<file path="src/rtl/seq_alu_exec_if.sv">
// ----------------------------------------------------------------------------
// seq_alu_exec_if
//   Request/response bundle of the sequential ALU execute unit.
//
//   Request  : In_Valid / In_Ready handshake carrying ALU_Sel, Op_A, Op_B.
//   Response : Out_Valid / Out_Ready handshake carrying Result and the
//              Zero / Carry / Overflow / Sign flags.
//
//   master : the pipeline side. It issues requests and consumes results.
//   slave  : the execute unit (seq_alu_exec).
// ----------------------------------------------------------------------------
interface seq_alu_exec_if #(
  parameter int WIDTH = 32
);
  logic             In_Valid;
  logic             In_Ready;
  logic [3:0]       ALU_Sel;
  logic [WIDTH-1:0] Op_A;
  logic [WIDTH-1:0] Op_B;
  logic             Out_Valid;
  logic             Out_Ready;
  logic [WIDTH-1:0] Result;
  logic             Zero;
  logic             Carry;
  logic             Overflow;
  logic             Sign;

  modport master (
    output In_Valid, ALU_Sel, Op_A, Op_B, Out_Ready,
    input  In_Ready, Out_Valid, Result, Zero, Carry, Overflow, Sign
  );

  modport slave (
    input  In_Valid, ALU_Sel, Op_A, Op_B, Out_Ready,
    output In_Ready, Out_Valid, Result, Zero, Carry, Overflow, Sign
  );
endinterface

</file>
<file path="src/rtl/seq_alu_exec.sv">
// ----------------------------------------------------------------------------
// seq_alu_exec
//   Execute-stage ALU with a valid/ready request and a valid/ready response.
//   ADD/SUB/PASS/OR/AND/XOR/SLT/SLTU complete in one cycle. SRL/SLL/SRA run
//   one bit per cycle, so a shift by n holds the unit for n extra cycles.
//   Undefined opcodes behave as PASS (Result = Op_B).
//
//   Build option: define BARREL_SHIFT_EN to compute shifts combinationally
//   in one cycle. The SHIFT state and the shift counter then disappear;
//   results and flags are identical, only Out_Valid timing changes.
//
// Ports
//   Clk   : clock, rising edge
//   Rst_n : asynchronous active-low reset
//   bus   : seq_alu_exec_if.slave
//           In_Valid/In_Ready, ALU_Sel, Op_A, Op_B     (request)
//           Out_Valid/Out_Ready, Result, Zero, Carry,
//           Overflow, Sign                             (response)
// ----------------------------------------------------------------------------
module seq_alu_exec #(
  parameter int WIDTH   = 32,
  parameter int SHAMT_W = 5
) (
  input  logic          Clk,
  input  logic          Rst_n,
  seq_alu_exec_if.slave bus
);

  localparam logic [3:0] OP_ADD  = 4'b0000;
  localparam logic [3:0] OP_SUB  = 4'b0001;
  localparam logic [3:0] OP_OR   = 4'b0100;
  localparam logic [3:0] OP_AND  = 4'b0101;
  localparam logic [3:0] OP_XOR  = 4'b0111;
  localparam logic [3:0] OP_SRL  = 4'b1000;
  localparam logic [3:0] OP_SLL  = 4'b1001;
  localparam logic [3:0] OP_SRA  = 4'b1010;
  localparam logic [3:0] OP_SLT  = 4'b1101;
  localparam logic [3:0] OP_SLTU = 4'b1111;

  typedef enum logic [1:0] {
    S_IDLE  = 2'd0,
    S_SHIFT = 2'd1,
    S_DONE  = 2'd2
  } state_t;

  typedef struct packed {
    logic [WIDTH-1:0] result;
    logic             carry;
    logic             ovf;
  } alu_out_t;

  // Single-cycle evaluation. PASS is the default arm, so undefined codes
  // fall through to Result = Op_B. SUB is A + ~B + 1, which makes the
  // adder carry-out read as "no borrow".
  function automatic alu_out_t alu_eval(input logic [3:0]       op,
                                        input logic [WIDTH-1:0] a,
                                        input logic [WIDTH-1:0] b);
    alu_out_t         o;
    logic             sub;
    logic [WIDTH-1:0] b_eff;
    logic [WIDTH:0]   sum;
    o     = '0;
    sub   = (op == OP_SUB);
    b_eff = sub ? ~b : b;
    sum   = {1'b0, a} + {1'b0, b_eff} + {{WIDTH{1'b0}}, sub};
    case (op)
      OP_ADD, OP_SUB: begin
        o.result = sum[WIDTH-1:0];
        o.carry  = sum[WIDTH];
        o.ovf    = (a[WIDTH-1] == b_eff[WIDTH-1]) && (sum[WIDTH-1] != a[WIDTH-1]);
      end
      OP_OR:   o.result = a | b;
      OP_AND:  o.result = a & b;
      OP_XOR:  o.result = a ^ b;
      OP_SLT:  o.result = {{(WIDTH-1){1'b0}}, ($signed(a) < $signed(b))};
      OP_SLTU: o.result = {{(WIDTH-1){1'b0}}, (a < b)};
`ifdef BARREL_SHIFT_EN
      OP_SRL:  o.result = a >> b[SHAMT_W-1:0];
      OP_SLL:  o.result = a << b[SHAMT_W-1:0];
      OP_SRA:  o.result = $unsigned($signed(a) >>> b[SHAMT_W-1:0]);
`else
      // Only shamt == 0 reaches this arm; nonzero amounts go iterative.
      OP_SRL, OP_SLL, OP_SRA: o.result = a;
`endif
      default: o.result = b;
    endcase
    return o;
  endfunction

  state_t           r_state;
  state_t           w_next_state;
  logic [WIDTH-1:0] r_result;
  logic             r_zero;
  logic             r_carry;
  logic             r_ovf;
  logic             r_sign;

  alu_out_t         w_alu;
  alu_out_t         w_load_val;
  logic             w_load;
  logic             w_start_shift;
  logic             w_go_shift;
  logic             w_in_ready;
  logic             w_out_valid;

  assign w_alu = alu_eval(bus.ALU_Sel, bus.Op_A, bus.Op_B);

`ifndef BARREL_SHIFT_EN
  logic [3:0]         r_op;
  logic [WIDTH-1:0]   r_work;
  logic [SHAMT_W-1:0] r_cnt;
  logic [WIDTH-1:0]   w_work_next;
  logic [SHAMT_W-1:0] w_shamt;

  assign w_shamt    = bus.Op_B[SHAMT_W-1:0];
  assign w_go_shift = ((bus.ALU_Sel == OP_SRL) || (bus.ALU_Sel == OP_SLL) ||
                       (bus.ALU_Sel == OP_SRA)) && (w_shamt != '0);

  // One-bit step of the working register; SRA replicates the sign bit.
  always_comb begin
    case (r_op)
      OP_SLL:  w_work_next = {r_work[WIDTH-2:0], 1'b0};
      OP_SRA:  w_work_next = {r_work[WIDTH-1], r_work[WIDTH-1:1]};
      default: w_work_next = {1'b0, r_work[WIDTH-1:1]};
    endcase
  end

  always_ff @(posedge Clk or negedge Rst_n) begin
    if (!Rst_n) begin
      r_op   <= '0;
      r_work <= '0;
      r_cnt  <= '0;
    end else if (w_start_shift) begin
      // The op is latched here so later bus changes cannot disturb it.
      r_op   <= bus.ALU_Sel;
      r_work <= bus.Op_A;
      r_cnt  <= w_shamt;
    end else if (r_state == S_SHIFT) begin
      r_work <= w_work_next;
      r_cnt  <= r_cnt - SHAMT_W'(1);
    end
  end
`else
  assign w_go_shift = 1'b0;
`endif

  // State register.
  always_ff @(posedge Clk or negedge Rst_n) begin
    if (!Rst_n) begin
      r_state <= S_IDLE;
    end else begin
      // NOTE: every clocked register uses <= so all flops update from the
      // same pre-edge values, regardless of statement order.
      r_state <= w_next_state;
    end
  end

  // Next-state and handshake outputs.
  always_comb begin
    // NOTE: every signal driven here gets a default first, so no path
    // through the case can leave one unassigned and infer a latch.
    w_next_state  = r_state;
    w_load        = 1'b0;
    w_load_val    = w_alu;
    w_start_shift = 1'b0;
    w_in_ready    = 1'b0;
    w_out_valid   = 1'b0;
    case (r_state)
      S_IDLE: begin
        w_in_ready = 1'b1;
        if (bus.In_Valid) begin
          if (w_go_shift) begin
            w_start_shift = 1'b1;
            w_next_state  = S_SHIFT;
          end else begin
            w_load       = 1'b1;
            w_next_state = S_DONE;
          end
        end
      end
`ifndef BARREL_SHIFT_EN
      S_SHIFT: begin
        // Last step: capture the shifted value as it goes 1 -> 0.
        if (r_cnt == SHAMT_W'(1)) begin
          w_load       = 1'b1;
          w_load_val   = {w_work_next, 1'b0, 1'b0};
          w_next_state = S_DONE;
        end
      end
`endif
      S_DONE: begin
        w_out_valid = 1'b1;
        if (bus.Out_Ready) w_next_state = S_IDLE;
      end
      default: w_next_state = S_IDLE;
    endcase
  end

  // Output registers; held through DONE until the consumer takes them.
  always_ff @(posedge Clk or negedge Rst_n) begin
    if (!Rst_n) begin
      // NOTE: the result and flags are reset (not just the state) so an
      // aborted op leaves no stale value visible on the outputs.
      r_result <= '0;
      r_zero   <= 1'b0;
      r_carry  <= 1'b0;
      r_ovf    <= 1'b0;
      r_sign   <= 1'b0;
    end else if (w_load) begin
      r_result <= w_load_val.result;
      r_zero   <= (w_load_val.result == '0);
      r_sign   <= w_load_val.result[WIDTH-1];
      r_carry  <= w_load_val.carry;
      r_ovf    <= w_load_val.ovf;
    end
  end

  assign bus.In_Ready  = w_in_ready;
  assign bus.Out_Valid = w_out_valid;
  assign bus.Result    = r_result;
  assign bus.Zero      = r_zero;
  assign bus.Carry     = r_carry;
  assign bus.Overflow  = r_ovf;
  assign bus.Sign      = r_sign;

endmodule
</file>
<file path="src/flat_wrapper.sv">
// flat-port wrapper written by rule: the top's interface ports become plain ports
module seq_alu_exec_flat 
#(
  parameter int WIDTH   = 32,
  parameter int SHAMT_W = 5
)
  (Clk, Rst_n, bus_In_Valid, bus_ALU_Sel, bus_Op_A, bus_Op_B, bus_Out_Ready, bus_In_Ready, bus_Out_Valid, bus_Result, bus_Zero, bus_Carry, bus_Overflow, bus_Sign);
  seq_alu_exec_if #(.WIDTH(WIDTH)) bus_i ();
  input  logic Clk;
  input  logic Rst_n;
  input wire logic [$bits(bus_i.In_Valid)-1:0] bus_In_Valid;
  input wire logic [$bits(bus_i.ALU_Sel)-1:0] bus_ALU_Sel;
  input wire logic [$bits(bus_i.Op_A)-1:0] bus_Op_A;
  input wire logic [$bits(bus_i.Op_B)-1:0] bus_Op_B;
  input wire logic [$bits(bus_i.Out_Ready)-1:0] bus_Out_Ready;
  output wire logic [$bits(bus_i.In_Ready)-1:0] bus_In_Ready;
  output wire logic [$bits(bus_i.Out_Valid)-1:0] bus_Out_Valid;
  output wire logic [$bits(bus_i.Result)-1:0] bus_Result;
  output wire logic [$bits(bus_i.Zero)-1:0] bus_Zero;
  output wire logic [$bits(bus_i.Carry)-1:0] bus_Carry;
  output wire logic [$bits(bus_i.Overflow)-1:0] bus_Overflow;
  output wire logic [$bits(bus_i.Sign)-1:0] bus_Sign;
  assign bus_i.In_Valid = bus_In_Valid;
  assign bus_i.ALU_Sel = bus_ALU_Sel;
  assign bus_i.Op_A = bus_Op_A;
  assign bus_i.Op_B = bus_Op_B;
  assign bus_i.Out_Ready = bus_Out_Ready;
  assign bus_In_Ready = bus_i.In_Ready;
  assign bus_Out_Valid = bus_i.Out_Valid;
  assign bus_Result = bus_i.Result;
  assign bus_Zero = bus_i.Zero;
  assign bus_Carry = bus_i.Carry;
  assign bus_Overflow = bus_i.Overflow;
  assign bus_Sign = bus_i.Sign;
  seq_alu_exec #(.WIDTH(WIDTH), .SHAMT_W(SHAMT_W)) u_core (.Clk(Clk), .Rst_n(Rst_n), .bus(bus_i));
endmodule
</file>
<file path="config.mk">
export PLATFORM = sky130hd
export DESIGN_NAME = seq_alu_exec_flat
export DESIGN_NICKNAME = d
export VERILOG_FILES = /design/src/rtl/seq_alu_exec_if.sv /design/src/rtl/seq_alu_exec.sv /design/src/flat_wrapper.sv
export SDC_FILE = /design/constraint.sdc
export NUM_CORES = 1
export LEC_CHECK = 0
export ABC_AREA = 1
export CAP_MARGIN = 40
export CORE_MARGIN = 5
export CORE_UTILIZATION = 55
export DETAILED_ROUTE_END_ITERATION = 8
export HOLD_SLACK_MARGIN = 0.15
export PLACE_DENSITY = 0.89
export SLEW_MARGIN = 15
export SYNTH_ARGS = -nofsm -noshare
export SYNTH_HDL_FRONTEND = slang
export SYNTH_SLANG_ARGS = --single-unit
</file>
<file path="constraint.sdc">
create_clock -name Clk -period 2.5 [get_ports Clk]
set_input_delay 0.5 -clock Clk [delete_from_list [all_inputs] [get_ports Clk]]
set_output_delay 0.5 -clock Clk [all_outputs]
set_load 0.03 [all_outputs]
</file>
==> results by group, run 1 <==
Run status
  • Status: stopped before the end
  • Fail Step: global routing
  • Stop err: [ERROR GRT-0232] Routing congestion too high. Check the congestion heatmap in the GUI.

Place
  • Final GP Congestion: 1.14
  • Port buffer count: roughly 110
  • Post-Place Worst Slack: -1520 ps
  • Cell count after placement: ~2,100
  • HPWL after detailed placement: between 30 and 40 mm

Synth
  • Syn Area/Cell: 6.43 um2
  • Ys async rst share: 1.00
  • Yosys cell types: 44
  • Netlist Area Pre-Place: around 0.0097 mm2
  • Warnings from Yosys: 0
  • Mapped Cells: 1,501
  • Seq/Total Area, Yosys: 0.202
  • Number of nets produced by synthesis: 1,710
  • Post-synth EDFFs: 0
  • Ys flop type: dfrtp_1
  • #FFs+latches synth: 78

Floorplan
  • Initial Utilization: 0.560
  • Io pins: 110
  • DIE WIDTH: 142 um
  • Die height: 142 um
  • Core Rows: 48

CTS
  • Clk buf depth: 2
  • Root Driver: clkbuf_16
  • CTS H-Tree Depth: 3
  • CTS buffer count: 9
  • Clk sinks: 78

GRT
  • GRT Total Usage: 0.890
  • Overflow after GRT: 327
  • Largest net degree at the start of global routing: 63
per-stage QoR:
| stage | cell area, um2 | setup TNS (ps) |
|---|---|---|
| 4_1_cts | 15300 | -6550 |
| 3_3_place_gp | 13400 | -40800 |
| 3_5_place_dp | 13400 | -48750 |
| 2_1_floorplan | 9710 | -478 |
layer usage:
| metal | GRT usage | GRT overflow |
|---|---|---|
| met1 | 0.871 | 10 |
| met5 | 0.567 | 2 |
| met2 | 1.00 | 188 |
| met4 | 0.917 | 114 |
| met3 | 0.795 | 13 |
timing repair:
item,4_1_cts
endpoints found under the hold margin,23
cloned,3
hold buffers,1
endpoints found under the setup margin,36
setup buffers,47
resized for setup,419
pin swaps,153
synth_stat cells, types with 3 or more instances:
cell type,number,share of area
o21bai_1,5,0.0039
o221ai_1,39,0.035
or2_2,11,0.0071
inv_1,232,0.090
nand3_1,96,0.050
xor2_1,32,0.029
dfrtp_1,78,0.20
a31oi_1,11,0.0071
ha_1,136,0.18
clkbuf_1,31,0.012
nor3_1,32,0.017
nor2_1,122,0.047
a21o_1,3,0.0023
o211ai_1,5,0.0039
nand4_1,15,0.0097
o22ai_1,16,0.010
a221oi_1,7,0.0063
nand2_1,368,0.14
buf_1,6,0.0023
nand2_2,7,0.0045
o21ai_0,125,0.065
a21oi_1,64,0.033
inv_2,7,0.0027
nand3b_1,10,0.0078
buf_2,11,0.0057
o21ai_1,8,0.0041
cells by family after synthesis:
group           after synthesis  share of synthesized area
fa+ha+maj                   137                      0.178
buf+inv                     292                      0.117
xor+xnor                     33                     0.0299
compound gates              291                      0.179
flops                        78                      0.202
simple gates                670                      0.294
==> inputs of run 2 (changes only) <==
Settings changed: CORE_UTILIZATION 55 to 40, HOLD_SLACK_MARGIN 0.15 to default, PLACE_DENSITY 0.89 to default, PLACE_DENSITY_LB_ADDON from default to 0.15.
==> run 2 against run 1 <==
The flow now finishes, with violations (setup timing). Synthesized cell count unchanged. Area after synthesis unchanged.
==> results by group, run 2 <==
Synth
  • Synth top area share: 0.202 (unchanged)
  • Ys async rst share: 1.00 (unchanged)
  • Ys flop type: dfrtp_1
  • Netlist Area Pre-Place: 0.00966 mm2 (unchanged)
  • Synth area leader: dfrtp_1
  • #FFs+latches synth: 78 (unchanged)
  • Warnings from Yosys: 0 (unchanged)
  • Top cells by count, synth: nand2_1 (368), inv_1 (232), ha_1 (136), o21ai_0 (125), nor2_1 (122)
  • Syn Area/Cell: 6.43 um2 (unchanged)
  • Cell with the most instances after synthesis: nand2_1
  • Yosys cell types: 44 (unchanged)
  • Seq/Total Area, Yosys: 0.202 (unchanged)
  • Ranking of synthesized cells by area: dfrtp_1 (20%), ha_1 (18%), nand2_1 (14%)
  • Number of nets produced by synthesis: 1,710 (unchanged)
  • Mapped Cells: 1,501 (unchanged)
  • Post-synth EDFFs: 0 (unchanged)

Finish
  • Most common cell after layout, fill and taps aside: buf_4
  • Share of post-route cells with drive strength above 1: 0.414
  • Nets: 2,178
  • Most frequent cells in the layout: buf_4 (367), nand2_1 (252), inv_1 (187)
  • P&R area growth vs syn: 69.2%
  • Ant diodes: 0

Floorplan
  • DIE WIDTH: 165 um (+16%)
  • Io pins: 110 (unchanged)
  • DIE AREA: 0.0273 mm2
  • Initial Utilization: 0.409 (-0.151)
  • Core Rows: 56 (+17%)
  • Die height: 165 um (+16%)
  • Core area: 0.0236 mm2

Worst setup path
  • Worst setup SP type: input pin
  • CP arrival: 3380 ps
  • WP data required: 2780 ps
  • Setup crit end kind: flop
  • Worst Setup Path Type: in2reg
  • R2R Path Start: u_core.r_cnt[0]$_DFFE_PN0P_
  • Critical Path Start: bus_ALU_Sel[3]
  • CP max FO: 4

Place
  • Final GP Congestion: 1.00 (-13%)
  • Port buffer count: 109 (unchanged)
  • HPWL after detailed placement: 32.1 mm (-2.0%)
  • Post-Place Worst Slack: -1650 ps (-127 ps)

Power
  • Clock Power Share: 0.140
  • Static Leak: between 0.008 and 0.009 uW
  • Power per Cell Area: roughly 600 mW/mm2
  • Switching share of total power: 0.452
  • Share of power burned in registers: 0.225
  • Comb power frac: 0.635
  • Worst vdd ir: 543 uV
  • Cell-internal power: 5250 uW
  • Psw: approximately 4300 uW

CTS
  • Root Driver: clkbuf_16
  • Skew-Pair Late Insertion Delay: 340 ps
  • CTS tree: done
  • CTS H-Tree Depth: 3 (unchanged)
  • CTS clk-pin slew, worst paths: 60 ps
  • Clk buf depth: 2 (unchanged)
  • CTS buffer count: 9 (unchanged)
  • Clk sinks: 78 (unchanged)

STA
  • Setup repair after global routing missed its margin: yes
  • Worst slew margin: 0.599
  • Total negative setup slack: -9240 ps
  • Slew Limit Fails: 0
  • Skew final: a little over 6 ps
  • Max frequency: about 320 MHz
  • Final setup violation count: 31
  • Final Worst Setup Slack: -602 ps
  • Final Critical Period: 3100 ps
  • Period Utilization, post-route: 1.24
  • Final Hold Viols: 0
  • Slew @ Worst Pin: 587 ps

Drt
  • Routed length per instance: 18.2 um
  • DRC viols: 0
  • DR vias: 12,100
  • TritonRoute pass-1 iters: 5
  • Final WL: 41.8 mm
  • Antenna viol nets, final: 0
  • Vias/cell: 5.28
  • Drt first-iter violations: 1,069

Run status
  • Failing checks: setup timing
  • Status: complete, but fails checks

Min path
  • Worst hold path class: in2async

GRT
  • GRT Total Usage: 0.287
  • First-pass GRT wire length: 60.8 mm
  • Number of global-route vias before repair: 11,400
  • Initial antenna violation count: 1
  • Largest net degree at the start of global routing: 48
  • Overflow after GRT: 0

Flow run
  • Max_cap viols: 0
[run 2: cell counts after synthesis]
Identical to the previous run, type by type.
[run 2: area by class of cell]
| class | instances | area [um2] |
|---|---|---|
| clock buffers | 11 | 253 |
| multi-input cells | 1131 | 8470 |
| repair buffers | 509 | 4300 |
| inverters | 240 | 906 |
| well taps | 319 | 399 |
| flip-flops and latches | 78 | 1950 |
| clock inverters | 5 | 56.3 |
| fillers | 1996 | 7280 |
[run 2: power by group through the flow]
stage / clock network, uW / registers, uW / logic (uW)
after CTS: 1360 / 2150 / 5480
after floorplan: 0 / 2590 / 2470
after detailed placement: 0 / 2170 / 5140
final: 1340 / 2160 / 6080
after global placement: 0 / 2140 / 5070
after global routing: 1420 / 2220 / 6590
[run 2: cells by family after synthesis]
group,share of synthesized area
flip-flops,0.202
buffers and inverters,0.117
AND/OR/NAND/NOR,0.294
AO/OA/AOI/OAI,0.179
adder cells (fa/ha/maj),0.178
XOR/XNOR,0.0299
[run 2: timing repair]
action	in CTS	in global routing
resized for setup	310	281
setup buffers	28	26
pin swaps	98	152
cloned	1	0
hold buffers	0	0
endpoints found under the setup margin	46	34
[run 2: through the flow]
step           instance area [um2]  hold slack [ps]  cells  power, uW   util
6_report                     16300              166   2293       9580  0.692
3_3_place_gp                 13600              438   2224       7210  0.578
2_1_floorplan                 9710              204   1501       5050      -
4_1_cts                      15000              183   2269       8990  0.634
5_1_grt                      16300              206   2293      10200  0.692
3_5_place_dp                 13600              447   2224       7310  0.578
[run 2: final timing paths]
kind / endpoint / slack [ps] / cells after the start
max in group asynchronous: u_core.bus.Result[16]$_DFFE_PN0P_ / 1670 / 2
min in group Clk: u_core.r_op[3]$_DFFE_PN0P_ / 460 / 2
max reg2reg: u_core.bus.Zero$_DFFE_PN0P_ / 60 / 14
max: u_core.bus.Zero$_DFFE_PN0P_ / -600 / 25
min reg2reg: u_core.r_op[3]$_DFFE_PN0P_ / 460 / 2
min: u_core.r_state[1]$_DFFE_PN0P_ / 170 / 1
[run 2: metal layers]
metal	up-vias	track usage	wire, um
li1	5853	-	-
met1	5743	0.406	18500
met2	433	0.464	19300
met3	68	0.0347	2930
met4	2	0.0761	1120
met5	-	0	13
[run 2: critical path, stage by stage]
cell     delay (ps)
buf_8           100
nor2_4          160
buf_4           130
buf_4           100
nand3_1         100
nand2_2         130
inv_2            70
fa_1            400
inv_2           100
nand3_1         110
nand3_2         120
nand3_2         100
nand2_4         110
nand2_1          60
nand3_1          90
nand2_1          70
nand2_2         110
nand2_1          90
nor2_2          110
nand3_2          90
nor2_2          150
nand3_2         100
nor2_1          100
nand3_1          80
nand2_1          60
Note: power is estimated with default switching activity, not from simulation.
==> inputs of run 3 (changes only) <==
Settings changed: CORE_UTILIZATION 40 to 25.
==> run 3 against run 2 <==
The run still ends with setup timing left. Setup slack gained 5.5 ps. Routed wire length grew 4.1%. Via count shrank 3.8%. Non-clock buffer count shrank 7. Clock skew is essentially flat. Combinational power shrank 3%. First-iteration DRC count shrank 27%. Final cell count grew 8.4%. Core utilization shrank 27 points. Highest routed layer unchanged.
==> results by group, run 3 (synthesized netlist as in run 2, its figures left out) <==
STA
  • Setup repair after global routing missed its margin: yes
  • Worst slew margin: 0.651 (+0.0527)
  • Worst hold margin: 71.5 ps (-94.3 ps)
  • Period Utilization, post-route: 1.24 (-0.00221)
  • Final Critical Period: 3100 ps (-5.53 ps)
  • Final setup violation count: 28 (-9.7%)
  • Final Worst Setup Slack: -597 ps (+5.53 ps)
  • Skew final: 6.41 ps (+0.293 ps)
  • Max frequency: 323 MHz (+0.18%)
  • Slew @ Worst Pin: 523 ps (-63.9 ps)
  • Final Hold Viols: 0 (unchanged)
  • Slew Limit Fails: 0 (unchanged)

GRT
  • First-pass GRT wire length: 64.9 mm (+6.6%)
  • Met1 Resource Use GR: 0.280 (-0.126)
  • M3 GR Usage: 0.0180 (-0.0167)
  • Number of global-route vias before repair: 11,400 (-0.053%)
  • Largest net degree at the start of global routing: 56 (+17%)
  • Initial antenna violation count: 1 (unchanged)
  • Global Route met2 Usage: 0.320 (-0.144)
  • GR peak layer: met2
  • Overflow after GRT: 0 (unchanged)
  • GRT Total Usage: 0.197 (-0.0899)

Finish
  • Design Area, Final: 0.0162 mm2 (-0.61%)
  • P&R area growth vs syn: 68.1%
  • Register area: 0.00195 mm2 (unchanged)
  • Share of post-route cells with drive strength above 1: 0.389 (-0.0255)
  • Most frequent cells in the layout: buf_4 (349), nand2_1 (269), inv_1 (197)
  • Ant diodes: 0 (unchanged)
  • Nets: 2,171 (-0.32%)
  • Multi-input logic area: 0.00810 mm2 (-4.4%)
  • Most common cell after layout, fill and taps aside: buf_4
  • Fill cell count: 4,053 (+100%)

Drt
  • Final WL: 43.5 mm (+4.1%)
  • DR vias: 11,600 (-3.8%)
  • Drt first-iter violations: 784 (-27%)
  • DRC viols: 0 (unchanged)
  • Antenna viol nets, final: 0 (unchanged)
  • Routed length per instance: 17.5 um (-4.0%)
  • TritonRoute pass-1 iters: 7 (+2)
  • Vias/cell: 4.68 (-11%)

Power
  • Power per Cell Area: 579 mW/mm2 (-1.3%)
  • Share of power burned in registers: 0.229 (+0.004)
  • Clock Power Share: 0.141 (about the same)
  • Comb power frac: 0.630 (-0.005)
  • Static Leak: 0.00797 uW (-1.3%)
  • Switching share of total power: 0.454 (+0.00185)
  • Cell-internal power: 5130 uW (-2.2%)
  • Psw: 4260 uW (-1.5%)
  • Worst vdd ir: 362 uV (-33%)

CTS
  • Clk buf depth: 2 (unchanged)
  • CTS buffer count: 9 (unchanged)
  • Cts hold-fix bufs: 0 (unchanged)
  • Skew-Pair Late Insertion Delay: 340 ps (about the same)
  • Clk sinks: 78 (unchanged)
  • CTS H-Tree Depth: 3 (unchanged)
  • CTS tree: done
  • Root Driver: clkbuf_16
  • CTS clk-pin slew, worst paths: 60 ps (about the same)

Place
  • Port buffer count: 109 (unchanged)
  • Placed cell area: 0.0140 mm2 (+2.2%)
  • Final GP Congestion: 0.901 (-9.8%)
  • HPWL after detailed placement: 35.6 mm (+11%)

Worst setup path
  • Cell Chain, Critical Path: buf_8 -> nor2_4 -> nand2_8 -> buf_12 -> xor2_1 -> ha_1 -> buf_4 -> nand2_4 -> nor2_4 -> inv_2 -> nor2_4 -> buf_4 -> nand3_2 -> nand3_2 -> nand2_2 -> nand3_2 -> nand3b_1 -> nand2_2 -> inv_2 -> nor2_2 -> nand4_1 -> nor2_2 -> nand3_1 -> nand2_1
  • CP arrival: 3370 ps (about the same)
  • Slowest CP cell: ha_1
  • WP data required: 2780 ps (about the same)
  • Worst path max stage delay: 310 ps (-90 ps)
  • CP max FO: 5 (+1)
  • Worst Setup Path Type: in2reg
  • Worst setup SP type: input pin
  • Setup crit end kind: flop

Floorplan
  • DIE WIDTH: 207 um (+25%)
  • Die height: 207 um (+25%)
  • Io pins: 110 (unchanged)
  • Initial Utilization: 0.251 (-0.158)
  • Core Rows: 72 (+29%)
  • Core area: 0.0385 mm2 (+63%)
  • DIE AREA: 0.0427 mm2 (+56%)

Run status
  • Status: complete, but fails checks
  • Failing checks: setup timing

Flow run
  • Max_cap viols: 0 (unchanged)

Min path
  • Worst hold path class: in2async
==> run 3: layer usage <==
metal	share of wire	vias up	wire (um)
li1	-	5843	-
met2	0.46	258	19900
met5	0.00030	-	13
met4	0.026	2	1140
met3	0.041	55	1790
met1	0.47	5476	20600
==> run 3: metrics by stage <==
step | cells | utilization | worst slack, ps | power (uW) | setup TNS [ps]
final | 2485 | 0.422 | -597 | 9400 | -7680
after global routing | 2485 | 0.422 | -749 | 10100 | -12440
after CTS | 2464 | 0.398 | -561 | 9060 | -7380
after detailed placement | 2417 | 0.363 | -1700 | 7400 | -55850
after global placement | 2417 | 0.363 | -1680 | 7390 | -53120
after floorplan | 1501 | - | -187 | 5050 | -478
==> run 3: timing repair <==
| action | 4_1_cts | 5_1_grt |
|---|---|---|
| buffers inserted | 32 | 23 |
| pin swaps | 119 | 96 |
| setup endpoints to repair | 60 | 35 |
| cloned | 1 | 0 |
| gates resized for setup | 328 | 188 |
==> run 3: path summary, 6_finish.rpt <==
path | startpoint | to | slack (ps) | cells past startpoint
setup / recovery | bus_ALU_Sel[1] | u_core.bus.Zero$_DFFE_PN0P_ | -600 | 24
hold / removal | Rst_n | u_core.r_cnt[2]$_DFFE_PN0P_ | 70 | 1
setup reg to reg | u_core.r_cnt[0]$_DFFE_PN0P_ | u_core.bus.Zero$_DFFE_PN0P_ | 110 | 14
hold reg to reg | u_core.r_op[3]$_DFFE_PN0P_ | u_core.r_op[3]$_DFFE_PN0P_ | 460 | 2
max in group asynchronous | Rst_n | u_core.r_work[24]$_DFFE_PN0P_ | 1800 | 2
min in group Clk | u_core.r_op[3]$_DFFE_PN0P_ | u_core.r_op[3]$_DFFE_PN0P_ | 460 | 2
==> run 3: layout make-up <==
| cell class | count | area share |
|---|---|---|
| multi-input cells | 1131 | 0.499 |
| well taps | 518 | 0.0399 |
| repair buffers | 502 | 0.266 |
| clock inverters | 7 | 0.00462 |
| inverters | 240 | 0.0558 |
| flip-flops and latches | 78 | 0.120 |
| clock buffers | 9 | 0.0139 |
==> run 3: power by group through the flow <==
| stage | clock (uW) | sequential, uW | combinational [uW] |
|---|---|---|---|
| 5_1_grt | 1400 | 2220 | 6470 |
| 3_5_place_dp | 0 | 2180 | 5220 |
| 2_1_floorplan | 0 | 2590 | 2470 |
| 6_report | 1320 | 2160 | 5920 |
| 4_1_cts | 1350 | 2160 | 5550 |
| 3_3_place_gp | 0 | 2170 | 5220 |
==> run 3: worst max-delay path: cells and delay by family <==
kind                     cells  cell delay (ps)
AND/OR/NAND/NOR             16             1790
adder cells (fa/ha/maj)      1              310
buffers and inverters        6              610
XOR/XNOR                     1              140
==> inputs of run 4 (changes only) <==
Settings changed: DONT_BUFFER_PORTS from default to 1.
==> run 4 against run 3 <==
The run still ends with setup timing left. Clock power is 9.8% higher. Flip-flop and latch count stayed put. Count of clock-buffer cells in the layout unchanged. Sequential power up 26%. Critical path depth increased by 1. Die area stayed put. First-iteration DRC count decreased by 15%. Clock skew grew 2.6 ps. Hold slack lost 31 ps. Sequential share of layout area rose by 1.3 points. Setup slack improved by 190 ps. Largest power group unchanged.
==> results by group, run 4 (synthesized netlist as in run 2, its figures left out) <==
STA
  • Worst slew margin: 0.608 (-0.0432)
  • Final Critical Period: 2900 ps (-195 ps)
  • Skew final: 9.02 ps (+2.62 ps)
  • Max frequency: 345 MHz (+6.7%)
  • Slew @ Worst Pin: 588 ps (+64.7 ps)
  • Final setup violation count: 22 (-21%)
  • Period Utilization, post-route: 1.16 (-0.0779)
  • Setup repair after global routing missed its margin: yes
  • Final Worst Setup Slack: -402 ps (+195 ps)
  • Slew Limit Fails: 0 (unchanged)
  • Total negative setup slack: -4470 ps (+3200 ps)
  • Final Hold Viols: 0 (unchanged)

Power
  • Switching share of total power: 0.471 (+0.0171)
  • Comb power frac: 0.526 (-0.104)
  • Psw: 4150 uW (-2.7%)
  • Worst vdd ir: 379 uV (+4.7%)
  • Power per Cell Area: 602 mW/mm2 (+4.0%)
  • Static Leak: 0.00712 uW (-11%)
  • Share of power burned in registers: 0.309 (+0.080)
  • Cell-internal power: 4660 uW (-9.2%)
  • Clock Power Share: 0.164 (+0.023)

Finish
  • Design Area, Final: 0.0146 mm2 (-9.9%)
  • Ant diodes: 0 (unchanged)
  • Final cell utilization of the core: 0.380 (-0.0417)
  • Layout Cells excl Fill: 2,290 (-7.8%)
  • P&R area growth vs syn: 51.5%
  • Fill cell count: 4,068 (+0.37%)
  • Share of post-route cells with drive strength above 1: 0.361 (-0.0283)
  • Most common cell after layout, fill and taps aside: nand2_1
  • Nets: 1,976 (-9.0%)
  • Most frequent cells in the layout: nand2_1 (274), buf_4 (262), inv_1 (211)

Worst setup path
  • WP data required: 2790 ps (about the same)
  • Critical Path Start: bus_ALU_Sel[0]
  • R2R Path Start: u_core.r_cnt[1]$_DFFE_PN0P_
  • Worst Setup Path Type: in2reg
  • CP arrival: 3190 ps (-180 ps)
  • Cell count of the worst reg-to-reg path: 18 (+4)
  • CP max FO: 6 (+1)
  • Setup crit end kind: flop
  • Worst setup SP type: input pin

Drt
  • Antenna viol nets, final: 0 (unchanged)
  • Vias/cell: 4.80 (+2.5%)
  • DRC viols: 0 (unchanged)
  • DR vias: 11,000 (-5.5%)
  • Final WL: 44.2 mm (+1.5%)
  • TritonRoute pass-1 iters: 5 (-2)
  • Drt first-iter violations: 667 (-15%)
  • Routed length per instance: 19.3 um (+10%)

GRT
  • Largest net degree at the start of global routing: 79 (+41%)
  • Overflow after GRT: 0 (unchanged)
  • First-pass GRT wire length: 65.8 mm (+1.4%)
  • Number of global-route vias before repair: 11,000 (-3.4%)
  • Initial antenna violation count: 0 (-1)
  • GRT Total Usage: 0.202 (+0.00476)

Floorplan
  • Die height: 207 um (unchanged)
  • Io pins: 110 (unchanged)
  • DIE WIDTH: 207 um (unchanged)
  • Core area: 0.0385 mm2 (unchanged)
  • Core Rows: 72 (unchanged)
  • DIE AREA: 0.0427 mm2 (unchanged)
  • Initial Utilization: 0.251 (unchanged)

CTS
  • Clk buf depth: 2 (unchanged)
  • Clk sinks: 78 (unchanged)
  • CTS H-Tree Depth: 3 (unchanged)
  • Root Driver: clkbuf_16
  • CTS buffer count: 9 (unchanged)
  • Skew-Pair Late Insertion Delay: 350 ps (about the same)
  • CTS tree: done
  • CTS clk-pin slew, worst paths: 60 ps (about the same)

Place
  • Final GP Congestion: 0.948 (+5.1%)
  • Placed cell area: 0.0123 mm2 (-12%)
  • Cell count after placement: 2,236 (-7.5%)
  • Port buffer count: 0 (-100%)
  • HPWL after detailed placement: 35.6 mm (+0.10%)
  • Post-Place Worst Slack: -1100 ps (+601 ps)

Run status
  • Status: complete, but fails checks
  • Failing checks: setup timing

Min path
  • Worst hold path class: in2async

Flow run
  • Max_cap viols: 0 (unchanged)
-- run 4: layout make-up --
class	instances	area [um2]	share of cell area
well taps	518	648	0.0443
multi-input cells	1131	8120	0.555
inverters	240	908	0.0621
clock inverters	7	97.6	0.00667
repair buffers	307	2680	0.183
flip-flops and latches	78	1950	0.133
clock buffers	9	225	0.0154
-- run 4: path summary, 6_finish.rpt --
path | to | slack [ps]
max in group asynchronous | u_core.bus.Result[27]$_DFFE_PN0P_ | 2100
min in group Clk | u_core.r_state[1]$_DFFE_PN0P_ | 230
hold reg to reg | u_core.r_op[3]$_DFFE_PN0P_ | 460
setup reg to reg | u_core.bus.Zero$_DFFE_PN0P_ | 160
hold / removal | u_core.r_state[1]$_DFFE_PN0P_ | 40
setup / recovery | u_core.bus.Zero$_DFFE_PN0P_ | -400
-- run 4: routing by layer --
layer / wire length (um) / vias to the layer above / track usage
met5: 0 / - / 0
met4: 1010 / 0 / 0.0542
met3: 2140 / 58 / 0.0275
met2: 20500 / 247 / 0.331
met1: 20500 / 5245 / 0.279
li1: - / 5443 / -
-- run 4: power by group through the flow --
| stage | clock, uW | sequential (uW) | combinational, uW |
|---|---|---|---|
| final | 1450 | 2720 | 4640 |
| after global routing | 1530 | 2810 | 5140 |
| after CTS | 1500 | 2740 | 4170 |
| after detailed placement | 0 | 2760 | 3910 |
| after global placement | 0 | 2750 | 3910 |
| after floorplan | 0 | 2590 | 2470 |
-- run 4: timing repair --
item,4_1_cts,5_1_grt
hold buffers,1,0
gates cloned,1,2
setup buffers,14,21
endpoints found under the hold margin,78,0
pin swaps,32,86
setup endpoints to repair,29,34
gates resized for setup,165,245
-- run 4: worst max-delay path, stage by stage --
cell and delay [ps]:
inv_8 20, nor2_4 100, nand2_4 140, clkbuf_16 210, xor2_2 160, ha_1 380, nand2_2 110, inv_2 80
nand2_1 60, nand2_2 90, nand2_4 70, buf_4 140, nand2_1 60, nand2_1 60, nand3_1 80, nand2_1 60
nand3_2 80, nand3b_1 170, nand2_2 130, inv_1 50, nor2_1 80, nand4_1 110, nor2_1 110, nand3_1 70
nand2_1 50
-- run 4: per-stage QoR --
step | total power (uW) | hold slack [ps]
finish | 8810 | 40.8
global route | 9470 | 74.0
CTS | 8410 | 65.0
detailed placement | 6660 | 207
global placement | 6660 | 207
floorplan | 5050 | 204
==> variant, RTL diff (config.mk and constraints of run 3) <==
The option `BARREL_SHIFT_EN` is turned on by a define.
--- a/src/rtl/seq_alu_exec.sv
+++ b/src/rtl/seq_alu_exec.sv
@@ -17,6 +17,8 @@
 //           Out_Valid/Out_Ready, Result, Zero, Carry,
 //           Overflow, Sign                             (response)
 // ----------------------------------------------------------------------------
+`define BARREL_SHIFT_EN
+
 module seq_alu_exec #(
   parameter int WIDTH   = 32,
   parameter int SHAMT_W = 5
Check against the original RTL: not equivalent (Yosys sat finds a counterexample within 4 cycles, from zero or initial values and one cycle with Rst_n low).
==> variant against run 3 <==
The run still ends with negative setup slack left; combinational power down 20%; hold slack gained 0.00095 ns; power shrank 35%; core utilization increased by 2.5 points; cell count is 21% higher; critical path depth down 4; wire length up 40%; register-to-register slack better by 0.77 ns; cell area rose by 13%; sequential power fell by 63%; sequential share of layout area is 7.1 points lower; critical path type unchanged; synthesized area up 7.6%; setup slack got worse by 0.043 ns; sequential cell count shrank 42.
==> variant: results (changes against run 3) <==
Netlist cell types=49 (+11%); worst-case reg-to-reg path depth=13 (-1); Clock Latency Late Sink=0.28 ns (-0.06 ns); GR Util All Layers=25.5% (+5.8 points); CP peak stage delay=0.41 ns (+0.10 ns); status=complete, but fails checks; worst vdd ir=299 uV (-17%); first-pass GRT wire length=89,000 um (+37%); worst reg-to-reg setup slack=0.88 ns (+0.77 ns); Synth Area in XOR/XNOR=2.61% (-0.38 points); Placed Cells=2,908 (+20%); violated checks=negative setup slack; commonest cells in the netlist=nand2_1 (629), nand3_1 (299), inv_1 (185); setup ws final=-0.639 ns (-0.0425 ns); DR iter-0 viols=1,257 (+60%); total CTS buffers=5 (-4); Pleak=9.26 nW (+16%); hold slack=0.0725 ns (+0.000948 ns); dpl ws=-1.62 ns (+0.0836 ns); Worst EP arrival=3.36 ns (about the same); register area share after synthesis=8.67% (-12 points); top post-synthesis cells by area=nand2_1 (23%), ha_1 (15%), nand3_1 (14%); Worst Clk Skew=0.00364 ns (-0.00277 ns); largest net degree at the start of global routing=68 (+21%); final-report setup violation count=32 (+14%)
## variant: per-layer routing
metal  vias up  wire [um]  GRT usage, %
met4         0       1970          6.69
met1      7215      27200          35.0
met5         -          0             0
met3        85       2880          2.34
li1       7341          -             -
met2       427      28700          43.0
## variant: cell type report
cell class	instances	area [sq um]
clock buffers	6	139
well taps	532	666
clock inverters	2	10.0
fillers	4364	22600
flip-flops and latches	36	901
inverters	202	776
multi-input cells	1565	10200
repair buffers	657	5640
## variant: cells by family (layout without fill, tap and decap cells)
group,Yosys count,count (layout)
buffers and inverters,282,867
multiplexers,1,1
AND/OR/NAND/NOR,1158,1158
flip-flops,36,36
XOR/XNOR,31,31
adder cells (fa/ha/maj),129,129
AO/OA/AOI/OAI,246,246
## variant: worst max path at each step
stage / end / cells after the start / slack [ns]
2_1_floorplan: u_core.bus.Zero / 25 / -0.29
3_3_place_gp: u_core.bus.Zero / 24 / -1.64
3_5_place_dp: u_core.bus.Zero / 23 / -1.62
4_1_cts: u_core.bus.Zero / 24 / -0.62
5_1_grt: u_core.bus.Zero / 20 / -0.79
6_report: u_core.bus.Zero / 20 / -0.64
## variant: worst max-delay path, delay by kind of cell
| kind | cells | cell delay, ns |
|---|---|---|
| simple gates | 10 | 1.15 |
| fa+ha+maj | 1 | 0.41 |
| compound gates | 4 | 0.69 |
| buf+inv | 4 | 0.43 |
| xor+xnor | 1 | 0.15 |
## variant: what timing repair did
action                     CTS  global route
buffers inserted            61            27
gates resized for setup    504           256
pin swaps                  132           113
cloned                       2             2
setup endpoints to repair   35            35
## variant: where the power goes
part / switching (mW) / internal, mW
sequential: 0.0791 / 0.715
combinational: 2.67 / 2.05
clock: 0.239 / 0.393
